File: config.mk
export PLATFORM = sky130hd
export DESIGN_NAME = alu_exec_seq
export DESIGN_NICKNAME = d
export VERILOG_FILES = /design/src/rtl/alu_exec_seq_pkg.sv /design/src/rtl/alu_exec_seq_regfile_4x8.sv /design/src/rtl/alu_exec_seq.sv
export SDC_FILE = /design/constraint.sdc
export NUM_CORES = 1
export LEC_CHECK = 0
export ABC_AREA = 0
export ABC_CLOCK_PERIOD_IN_PS = 5800
export CAP_MARGIN = 20
export CORE_MARGIN = 4
export CORE_UTILIZATION = 52
export DETAILED_ROUTE_END_ITERATION = 16
export PLACE_DENSITY_LB_ADDON = 0.2
export SETUP_SLACK_MARGIN = 0.4
export SLEW_MARGIN = 20
export SYNTH_ARGS = -nofsm -noshare
export SYNTH_HDL_FRONTEND = slang
export SYNTH_SLANG_ARGS = --single-unit
File: constraint.sdc
create_clock -name clk -period 5.8 [get_ports clk]
set_input_delay 1.16 -clock clk [delete_from_list [all_inputs] [get_ports clk]]
set_output_delay 1.16 -clock clk [all_outputs]
set_load 0.01 [all_outputs]
File: src/rtl/alu_exec_seq_pkg.sv
// Shared definitions for the ALU execute sequencer.
// Holds the ALU opcode codes (identical to the ALU's), the sequencer FSM
// encoding, the status-flag bit positions and the latched-instruction record.
package alu_exec_seq_pkg;

  localparam int DATA_W  = 8;
  localparam int REG_CNT = 4;

  typedef enum logic [2:0] {
    OP_ADD = 3'b000,
    OP_SUB = 3'b001,
    OP_AND = 3'b010,
    OP_OR  = 3'b011,
    OP_XOR = 3'b100,
    OP_NOT = 3'b101,
    OP_SHL = 3'b110,
    OP_SHR = 3'b111
  } alu_op_e;

  typedef enum logic [1:0] {
    IDLE = 2'd0,
    READ = 2'd1,
    EXEC = 2'd2,
    WB   = 2'd3
  } state_e;

  // Bit positions inside the {N, C, Z} status register
  localparam int FLAG_Z = 0;
  localparam int FLAG_C = 1;
  localparam int FLAG_N = 2;

  typedef struct packed {
    logic [2:0]        op;
    logic [1:0]        rd;
    logic [1:0]        rs;
    logic [1:0]        rt;
    logic              imm_en;
    logic [DATA_W-1:0] imm;
    logic              wb_en;
  } instr_t;

endpackage

File: src/rtl/alu_exec_seq_regfile_4x8.sv
// 4x8 general register file.
// Ports: clk/rst (async, active-high, clears all registers); two combinational
// read ports (ra_*, rb_*); one synchronous write port (we, wsel, wdata);
// combinational debug read port (dbg_sel -> dbg_data). Reads see the state
// after the most recent edge; there is no write-to-read bypass.
module regfile_4x8
  import alu_exec_seq_pkg::*;
#(
  parameter int NREGS = REG_CNT,
  parameter int WIDTH = DATA_W
) (
  input  logic             clk,
  input  logic             rst,
  input  logic [1:0]       ra_sel,
  output logic [WIDTH-1:0] ra_data,
  input  logic [1:0]       rb_sel,
  output logic [WIDTH-1:0] rb_data,
  input  logic             we,
  input  logic [1:0]       wsel,
  input  logic [WIDTH-1:0] wdata,
  input  logic [1:0]       dbg_sel,
  output logic [WIDTH-1:0] dbg_data
);

  logic [NREGS-1:0][WIDTH-1:0] regs;

  always_ff @(posedge clk or posedge rst) begin
    if (rst) begin
      regs <= '0;
    end else if (we) begin
      regs[wsel] <= wdata;
    end
  end

  assign ra_data  = regs[ra_sel];
  assign rb_data  = regs[rb_sel];
  assign dbg_data = regs[dbg_sel];

endmodule

File: src/rtl/alu_exec_seq.sv
// Multi-cycle execute sequencer in front of the 8-bit ALU.
// One instruction per valid/ready handshake, four cycles each:
//   IDLE (accept) -> READ (fetch operands) -> EXEC (drive ALU, capture result)
//   -> WB (done=1; write rd if wb_en, always update flags).
// Ports: instr_* handshake and fields in; alu_a/alu_b/alu_op out to the ALU and
// alu_result/alu_zero/alu_carry/alu_negative back; flags = {N,C,Z}; done pulse
// during WB; dbg_sel/dbg_data combinational register peek.
// Reset is asynchronous active-high and aborts any instruction in flight.
module alu_exec_seq
  import alu_exec_seq_pkg::*;
#(
  parameter int NREGS = REG_CNT,
  parameter int WIDTH = DATA_W
) (
  input  logic             clk,
  input  logic             rst,
  input  logic             instr_valid,
  output logic             instr_ready,
  input  logic [2:0]       instr_op,
  input  logic [1:0]       instr_rd,
  input  logic [1:0]       instr_rs,
  input  logic [1:0]       instr_rt,
  input  logic             instr_imm_en,
  input  logic [WIDTH-1:0] instr_imm,
  input  logic             instr_wb_en,
  output logic [WIDTH-1:0] alu_a,
  output logic [WIDTH-1:0] alu_b,
  output logic [2:0]       alu_op,
  input  logic [WIDTH-1:0] alu_result,
  input  logic             alu_zero,
  input  logic             alu_carry,
  input  logic             alu_negative,
  output logic [2:0]       flags,
  output logic             done,
  input  logic [1:0]       dbg_sel,
  output logic [WIDTH-1:0] dbg_data
);

  state_e           state;
  instr_t           ir;
  logic [WIDTH-1:0] opa, opb;
  logic [WIDTH-1:0] res;
  logic [2:0]       res_flags;
  logic [WIDTH-1:0] rs_data, rt_data;

  // Writeback happens on the edge leaving WB; the write enable decodes from
  // the registered state so it is glitch-free and aborted cleanly by reset.
  regfile_4x8 #(.NREGS(NREGS), .WIDTH(WIDTH)) u_rf (
    .clk      (clk),
    .rst      (rst),
    .ra_sel   (ir.rs),
    .ra_data  (rs_data),
    .rb_sel   (ir.rt),
    .rb_data  (rt_data),
    .we       (state == WB && ir.wb_en),
    .wsel     (ir.rd),
    .wdata    (res),
    .dbg_sel  (dbg_sel),
    .dbg_data (dbg_data)
  );

  // Operand registers feed the ALU directly; they only change in READ, so
  // they are stable for the whole EXEC cycle.
  assign alu_a  = opa;
  assign alu_b  = opb;
  assign alu_op = ir.op;

  always_ff @(posedge clk or posedge rst) begin
    if (rst) begin
      state       <= IDLE;
      ir          <= '0;
      opa         <= '0;
      opb         <= '0;
      res         <= '0;
      res_flags   <= '0;
      flags       <= '0;
      done        <= 1'b0;
      instr_ready <= 1'b0;
    end else begin
      done <= 1'b0;
      case (state)
        IDLE: begin
          // ready is registered, so it stays low during reset and for the
          // first cycle after release.
          if (instr_valid && instr_ready) begin
            ir          <= '{op: instr_op, rd: instr_rd, rs: instr_rs,
                             rt: instr_rt, imm_en: instr_imm_en,
                             imm: instr_imm, wb_en: instr_wb_en};
            instr_ready <= 1'b0;
            state       <= READ;
          end else begin
            instr_ready <= 1'b1;
          end
        end
        READ: begin
          // Sources are read before any writeback, so rd==rs/rt sees old data.
          opa   <= rs_data;
          opb   <= ir.imm_en ? ir.imm : rt_data;
          state <= EXEC;
        end
        EXEC: begin
          res                <= alu_result;
          res_flags[FLAG_Z]  <= alu_zero;
          res_flags[FLAG_C]  <= alu_carry;
          res_flags[FLAG_N]  <= alu_negative;
          done               <= 1'b1;
          state              <= WB;
        end
        WB: begin
          flags       <= res_flags;
          instr_ready <= 1'b1;
          state       <= IDLE;
        end
        default: state <= IDLE;
      endcase
    end
  end

endmodule

Word-level counts from Yosys, hierarchy flattened
Index checks and enable logic that the tools add are counted.
{"block": "totals", "reg_bits": 85, "latch_bits": 0, "ram_bits": 0, "romBits": 0, "in_bits": 35, "out_inout_bits": 32, "elab_cells": 49, "memories": 0}
{"block": "classes", "add_sub_neg": 0, "multipliers": 0, "div": 0, "magnitude_cmp": 5, "eq_ne": 4, "shifts": 0, "n_mux": 15, "bitwise": 0, "n_reduce_logical": 6}
{"op": "$bmux W8 S2", "count": 3}
{"op": "$mux W8", "count": 5}
{"op": "$bwmux W32", "count": 1}
{"op": "$demux W8 S2", "count": 1}
{"op": "$lt A2 B3 Y1 const B", "count": 4}
{"op": "$pmux W2 S4", "count": 1}
{"op": "$eq A2 B2 Y1 const B", "count": 2}
{"op": "$logic_and A1 B1 Y1", "count": 3}
{"op": "$eq A2 B1 Y1 const B", "count": 1}
{"op": "$ge A2 B1 Y1 const B", "count": 1}
{"op": "$logic_not A2 Y1", "count": 1}
{"op": "$mux W1", "count": 2}
{"op": "$mux W2", "count": 1}
{"op": "$ne A2 B2 Y1 const B", "count": 1}
{"op": "$pmux W1 S2", "count": 1}
{"op": "$reduce_and A2 Y1", "count": 1}
{"op": "$reduce_bool A2 Y1", "count": 1}

Logic depth before layout (Yosys ltp)
Gate-level depths: netlist of run 1.
{"block": "depth", "depth_word": 5, "mapped_depth": 6, "mapped_depth_nobuf": 4}

Hierarchy
From an unflattened synthesis of run 1, not the netlist that was laid out.
{"block": "unflattened", "hier_cells": 244, "hier_area_um2": 3980.1}
{"mod": "alu_exec_seq", "instances": 1, "cells_per_inst": 145, "area_each_um2": 2193.4, "seq_area_each_um2": 1326.3}
{"mod": "regfile_4x8", "instances": 1, "cells_per_inst": 99, "area_each_um2": 1786.7, "seq_area_each_um2": 800.8}

Worst setup path before layout of run 1
No wires, ideal clock.
{"block": "synth_timing", "kind": "input-to-output", "start": "input dbg_sel[0]", "end": "output dbg_data[0]", "arrival_time_ns": 1.948, "required_ns": 4.640, "path_slack_ns": 2.692, "path_stages": 2, "n_path_buf": 1, "path_cell_list": "buf_2 -> mux4_2"}
{"block": "synth_via", "elab_chain_len": 2}
{"element": "start: declaration", "line": "alu_exec_seq.sv:35", "rtl": "input logic [1:0] dbg_sel,"}
{"element": "$bmux W8 S2", "line": "alu_exec_seq_regfile_4x8.sv:37", "rtl": "assign dbg_data = regs[dbg_sel];"}
{"element": "$mux W8 (implied by the code)", "line": "alu_exec_seq_regfile_4x8.sv:37"}
{"element": "end: declaration", "line": "alu_exec_seq.sv:36", "rtl": "output logic [WIDTH-1:0] dbg_data"}
No other way between the ends. The select of a mux whose other input is x is not followed.

Worst setup path in the final report of run 1
Same ends and word-level chain as after synthesis.

==> flow_metrics.env, run 1 <==
export IMPL_path_common_cell="clkdlybuf4s50_1"
export IMPL_dr_pass1_iters=4
export IMPL_synth_adder_area_share=0.0158
export IMPL_power_density_mw_per_mm2=577
export IMPL_tightest_slew_ps=876
export IMPL_vias=2327
export IMPL_hold_path_class="flop to flop"
export IMPL_postLayoutCellArea_mm2=0.00486
export IMPL_synthMuxAreaShare=0.374
export IMPL_critPathLaunchType="primary input"
export IMPL_rows=31
export IMPL_nNetsFinal=346
export IMPL_grt_util_all_layers=0.193
export IMPL_rsz0062_at_grt="no"
export IMPL_die_w_um=95.4
export IMPL_synth_largest_area_cell="dfrtp_1"
export IMPL_skew_ps=16.8
export IMPL_cts_buffers=9
export IMPL_path_buf_inv=2
export IMPL_cp_max_fo=8
export IMPL_critPathRequiredTime_ps=4640
export IMPL_synth_seq_cells=85
export IMPL_dp_hpwl_um=5540
export IMPL_clock_latency_ps=360
export IMPL_ctsHoldBuffers=0
export IMPL_synthXorXnorAreaFrac=0
export IMPL_placedCellCount=394
export IMPL_synth_simple_area_share=0.0299
export IMPL_path_class="primary input to output pin"
export IMPL_fin_cells=410
export IMPL_hold_viol_final=0
export IMPL_hold_slack_ps=502
export IMPL_vdd_ir_drop_max_mv=0.265
export IMPL_min_period_ps=4370
export IMPL_netlist_area_leader_share=0.536
export IMPL_max_clock_freq_ghz=0.229
export IMPL_syn_nets=284
export IMPL_placed_area_mm2=0.00465
export IMPL_drc=0
export IMPL_cts_repair_resized=0
export IMPL_p_leak_nw=2.08
export IMPL_status="finished clean"
export IMPL_maxCapViolCount=0
export IMPL_syn_area_per_cell_um2=16.3
export IMPL_clockBufferDepth=2
export IMPL_relSlewSlack=0.415
export IMPL_synth_compound_area_frac=0.0129
export IMPL_num_fill_cells=532
export IMPL_synth_cell_types=23
export IMPL_slowest_delay_ps=940
export IMPL_ys_warn_count=0
export IMPL_worstPathCellList="clkdlybuf4s50_1 -> mux4_2 -> clkdlybuf4s50_1"
export IMPL_setup_viol=0
export IMPL_synthTopCellsByArea="dfrtp_1 54%, mux2_2 19%, mux4_2 14%, mux2_4 3.0%, mux2i_1 2.0%"
export IMPL_design_core_area_mm2=0.00733
export IMPL_numClockSinks=85
export IMPL_io_pins=67
export IMPL_clockRootBuffer="clkbuf_8"
export IMPL_cp_top_family="buffers and inverters"
export IMPL_endpoint_kind="output pin"
export IMPL_syn2layout_area_growth_pct=22.5
export IMPL_portBuffers=66
export IMPL_drt_iter0_markers=55
export IMPL_clk_pin_slew_ps=80
export IMPL_grt_first_pass_wirelength_um=12800
export IMPL_htree_levels=3
export IMPL_avgRoutedWirePerCell_um=19.4
export IMPL_die_h_um=95.4
export IMPL_layout_commonest_cell="dfrtp_1"
export IMPL_timing_final_crit_share=0.753
export IMPL_cp_slowest_cell="clkdlybuf4s50_1"
export IMPL_die_area_mm2=0.00909
export IMPL_post_cts_buffers=0
export IMPL_layout_common_cells="85 x dfrtp_1, 66 x mux2_2, 66 x clkdlybuf4s50_1, 24 x mux4_2, 10 x clkbuf_8"
export IMPL_final_max_slew_viol_count=0
export IMPL_antenna_cells=0
export IMPL_synth_top_family_by_area="multiplexers"
export IMPL_ant_nets=0
export IMPL_place_gp_congestion=0.787
export IMPL_post_drt_via_cell_ratio=5.68
export IMPL_drive_above_1_share=0.392
export IMPL_cts_tree="built"
export IMPL_synthesis_area_mm2=0.00397
export IMPL_grt_max_degree=51
export IMPL_cp_arrival_ps=3210
export IMPL_grt_pass1_vias=2393
export IMPL_seq_area_frac_synth=0.536
export IMPL_fin_tns_setup_ps=0
export IMPL_antenna_found_initial=0
export IMPL_synthCells=244
export IMPL_start_util=0.541
export IMPL_overflow=0
export IMPL_routed_wl_um=7970
## metrics by stage
step	total power, mW	util	worst slack, ps
global route	2.98	0.663	1330
CTS	2.83	0.663	1410
detailed placement	2.39	0.635	1420
floorplan	1.99	-	2450
global placement	2.35	0.635	1440
finish	2.80	0.663	1430
## metal layers
| metal | wire (um) | global-route usage |
|---|---|---|
| met5 | 0 | 0 |
| met4 | 117 | 0.0757 |
| met1 | 3620 | 0.265 |
| met2 | 3800 | 0.311 |
| met3 | 429 | 0.0308 |
## cell families (layout without fill, tap and decap cells)
kind of cell / count (synthesis) / after routing
flops: 85 / 85
compound gates: 10 / 10
fa+ha+maj: 5 / 5
buf+inv: 20 / 87
mux: 106 / 106
simple gates: 18 / 18
## state kept, by name (all words and copies together), names as in the netlist
register and flops:
flags 3, alu_op 3, alu_b 8, res_flags 3, instr_ready 1, res 8, ir 16, state 2
u_rf.regs 32, alu_a 8, done 1
## area by class of cell
class / instances / area (um^2) / area share
clock buffer: 10 / 138 / 0.0283
clock inverter: 6 / 71.3 / 0.0147
inverter: 4 / 16.3 / 0.00334
multi-input combinational: 139 / 1720 / 0.353
sequential: 85 / 2130 / 0.437
tap: 99 / 124 / 0.0255
timing repair buffer: 67 / 668 / 0.137
## report_power, final
part	switching, mW	internal (mW)
clock	0.218	0.214
combinational	0.380	0.774
sequential	0.328	0.889
total	0.926	1.88
## Yosys cell counts
cell type / instances
dfrtp_1: 85
mux2_2: 66
mux4_2: 24
a21oi_1: 9
nor2_1: 9
mux2_4: 8
mux2i_1: 8
buf_4: 5
ha_1: 5
buf_2: 4
inv_1: 4
nand2_1: 3
buf_6: 2
clkbuf_1: 2
nand4b_2: 2
a31oi_1: 1
buf_1: 1
clkbuf_2: 1
clkbuf_8: 1
nand3_2: 1
nand4_2: 1
nor3_1: 1
nor3_4: 1
## worst reg2reg max path: stages, from the launching register on
cell     delay [ps]
dfrtp_1         420
ha_1            410
nand2_1         150
nor3_4          410
mux2_2          390
## worst paths after layout
path                         startpoint      endpoint  slack [ps]  depth (start not counted)
setup / recovery             dbg_sel[0]   dbg_data[0]        1430                          3
max in group asynchronous           rst  u_rf.regs[2]        3560                          3
hold reg to reg            res_flags[1]      flags[1]         500                          1
min in group asynchronous           rst         ir[7]        1270                          2
hold / removal             res_flags[1]      flags[1]         500                          1
setup reg to reg               state[1]  u_rf.regs[4]        3900                          4
No activity file was read; power rests on OpenSTA's default activity.
==> inputs of run 2 (changes only) <==
--- a/config.mk
+++ b/config.mk
@@ -6,10 +6,10 @@
 export NUM_CORES = 1
 export LEC_CHECK = 0
 export ABC_AREA = 0
-export ABC_CLOCK_PERIOD_IN_PS = 5800
+export ABC_CLOCK_PERIOD_IN_PS = 4000
 export CAP_MARGIN = 20
 export CORE_MARGIN = 4
-export CORE_UTILIZATION = 52
+export CORE_UTILIZATION = 48
 export DETAILED_ROUTE_END_ITERATION = 16
 export PLACE_DENSITY_LB_ADDON = 0.2
 export SETUP_SLACK_MARGIN = 0.4
==> constraint.sdc (replaced) <==
create_clock -name clk -period 4 [get_ports clk]
set_input_delay 0.8 -clock clk [delete_from_list [all_inputs] [get_ports clk]]
set_output_delay 0.8 -clock clk [all_outputs]
set_load 0.01 [all_outputs]
==> flow_metrics.env, run 2 (synthesis results as in run 1) <==
export IMPL_max_clock_freq_ghz=0.300
export IMPL_reg2regPathDepth=4
export IMPL_io_pins=67
export IMPL_die_h_um=98.9
export IMPL_met1Wirelength_um=3720
export IMPL_place_gp_congestion=0.775
export IMPL_overflow=0
export IMPL_htree_levels=3
export IMPL_nNetsFinal=348
export IMPL_layout_commonest_cell="dfrtp_1"
export IMPL_cts_buffers=9
export IMPL_path_class="primary input to output pin"
export IMPL_critPathLaunchType="primary input"
export IMPL_clk_pin_slew_ps=80
export IMPL_dr_pass1_iters=4
export IMPL_cts_repair_resized=0
export IMPL_drive_above_1_share=0.393
export IMPL_grt_max_degree=43
export IMPL_top_register="u_rf.regs"
export IMPL_antenna_found_initial=0
export IMPL_tightest_slew_ps=749
export IMPL_die_area_mm2=0.00979
export IMPL_worstPathCellList="clkdlybuf4s50_1 -> buf_4 -> mux4_2 -> clkdlybuf4s50_1"
export IMPL_grt_first_pass_wirelength_um=13000
export IMPL_min_period_ps=3340
export IMPL_met3_length_um=503
export IMPL_path_common_cell="clkdlybuf4s50_1"
export IMPL_final_max_slew_viol_count=0
export IMPL_endpoint_kind="output pin"
export IMPL_top_layer="met4"
export IMPL_cp_slowest_cell="mux4_2"
export IMPL_placed_area_mm2=0.00467
export IMPL_critPathRequiredTime_ps=3200
export IMPL_antenna_cells=0
export IMPL_r2r_start="state[0]"
export IMPL_worst_path_stages=4
export IMPL_post_drt_via_cell_ratio=5.52
export IMPL_slowest_delay_ps=540
export IMPL_avgRoutedWirePerCell_um=19.5
export IMPL_routed_wl_um=8100
export IMPL_cp_max_fo=8
export IMPL_placedCellCount=399
export IMPL_fin_tns_setup_ps=0
export IMPL_drt_iter0_markers=95
export IMPL_cts_tree="built"
export IMPL_design_core_area_mm2=0.00789
export IMPL_syn2layout_area_growth_pct=22.8
export IMPL_vdd_ir_drop_max_mv=0.383
export IMPL_skew_ps=9.86
export IMPL_fin_cells=415
export IMPL_endpoint="dbg_data[2]"
export IMPL_drc=0
export IMPL_critPathLaunch="dbg_sel[0]"
export IMPL_reg_largest_list="u_rf.regs: 32 flops, ir: 16 flops"
export IMPL_die_w_um=98.9
export IMPL_numClockSinks=85
export IMPL_hold_viol_final=0
export IMPL_rsz0062_at_grt="no"
export IMPL_postLayoutCellArea_mm2=0.00487
export IMPL_utilization=0.618
export IMPL_clockRootBuffer="clkbuf_8"
export IMPL_ctsHoldBuffers=0
export IMPL_grt_util_all_layers=0.175
export IMPL_dr_wl_met2_um=3730
export IMPL_power_mw=4.05
export IMPL_portBuffers=66
export IMPL_worstHoldStart="res_flags[1]"
export IMPL_clock_latency_ps=360
export IMPL_hold_path_class="flop to flop"
export IMPL_status="finished clean"
export IMPL_ant_nets=0
export IMPL_rows=32
export IMPL_cp_top_family="buffers and inverters"
export IMPL_vias=2292
export IMPL_power_density_mw_per_mm2=831
export IMPL_timing_final_crit_share=0.834
export IMPL_dp_hpwl_um=5530
export IMPL_grt_pass1_vias=2362
export IMPL_relSlewSlack=0.500
export IMPL_p_leak_nw=2.09
export IMPL_layout_common_cells="85 x dfrtp_1, 66 x mux2_2, 66 x clkdlybuf4s50_1, 24 x mux4_2, 10 x clkbuf_8"
export IMPL_largest_reg_flops=32
export IMPL_start_util=0.503
export IMPL_path_buf_inv=3
export IMPL_r2r_end="u_rf.regs[2]"
export IMPL_r2r_setup_slack_ps=2100
export IMPL_post_cts_buffers=0
export IMPL_clockBufferDepth=2
export IMPL_cp_arrival_ps=2540
export IMPL_setup_viol=0
export IMPL_maxCapViolCount=0
run 2: cell count changes in the layout (fill, tap and decap cells not counted), sizes merged:
cell / before / now
clkinv: 3 / 4
buf: 1 / 3
clkbuf: 10 / 11
inv: 4 / 3
clkinvlp: 2 / 1
run 2: per-layer routing:
| layer | global-route usage | vias up |
|---|---|---|
| met5 | 0 | - |
| met4 | 0.0662 | 0 |
| met3 | 0.0439 | 11 |
| met2 | 0.260 | 63 |
| met1 | 0.251 | 1188 |
| li1 | - | 1030 |
run 2: final cells by class:
class                      instances  area (um^2)
multi-input combinational        139         1720
clock buffer                      11          141
tap                              102          128
sequential                        85         2130
timing repair buffer              69          683
fill                             616         3010
inverter                           4         16.3
clock inverter                     5         60.1
run 2: through the flow:
stage	setup WS [ps]	hold slack, ps
floorplan	1010	475
finish	663	508
detailed placement	629	490
CTS	627	510
global route	581	526
global placement	636	484
run 2: worst min path at each step:
stage | cells after the start | to
6_report | 1 | res_flags[1]
3_5_place_dp | 1 | res_flags[1]
4_1_cts | 1 | res_flags[1]
5_1_grt | 1 | res_flags[1]
3_3_place_gp | 1 | res_flags[2]
2_1_floorplan | 1 | res_flags[2]
run 2: worst register-to-register path: stages, from the launching register on:
cell and delay [ps]:
dfrtp_1 420, ha_1 410, nand2_1 150, nor3_4 410, mux2_2 390
run 2: report_power, final:
part / switching (mW) / internal [mW]
clock: 0.309 / 0.307
combinational: 0.568 / 1.13
sequential: 0.453 / 1.29
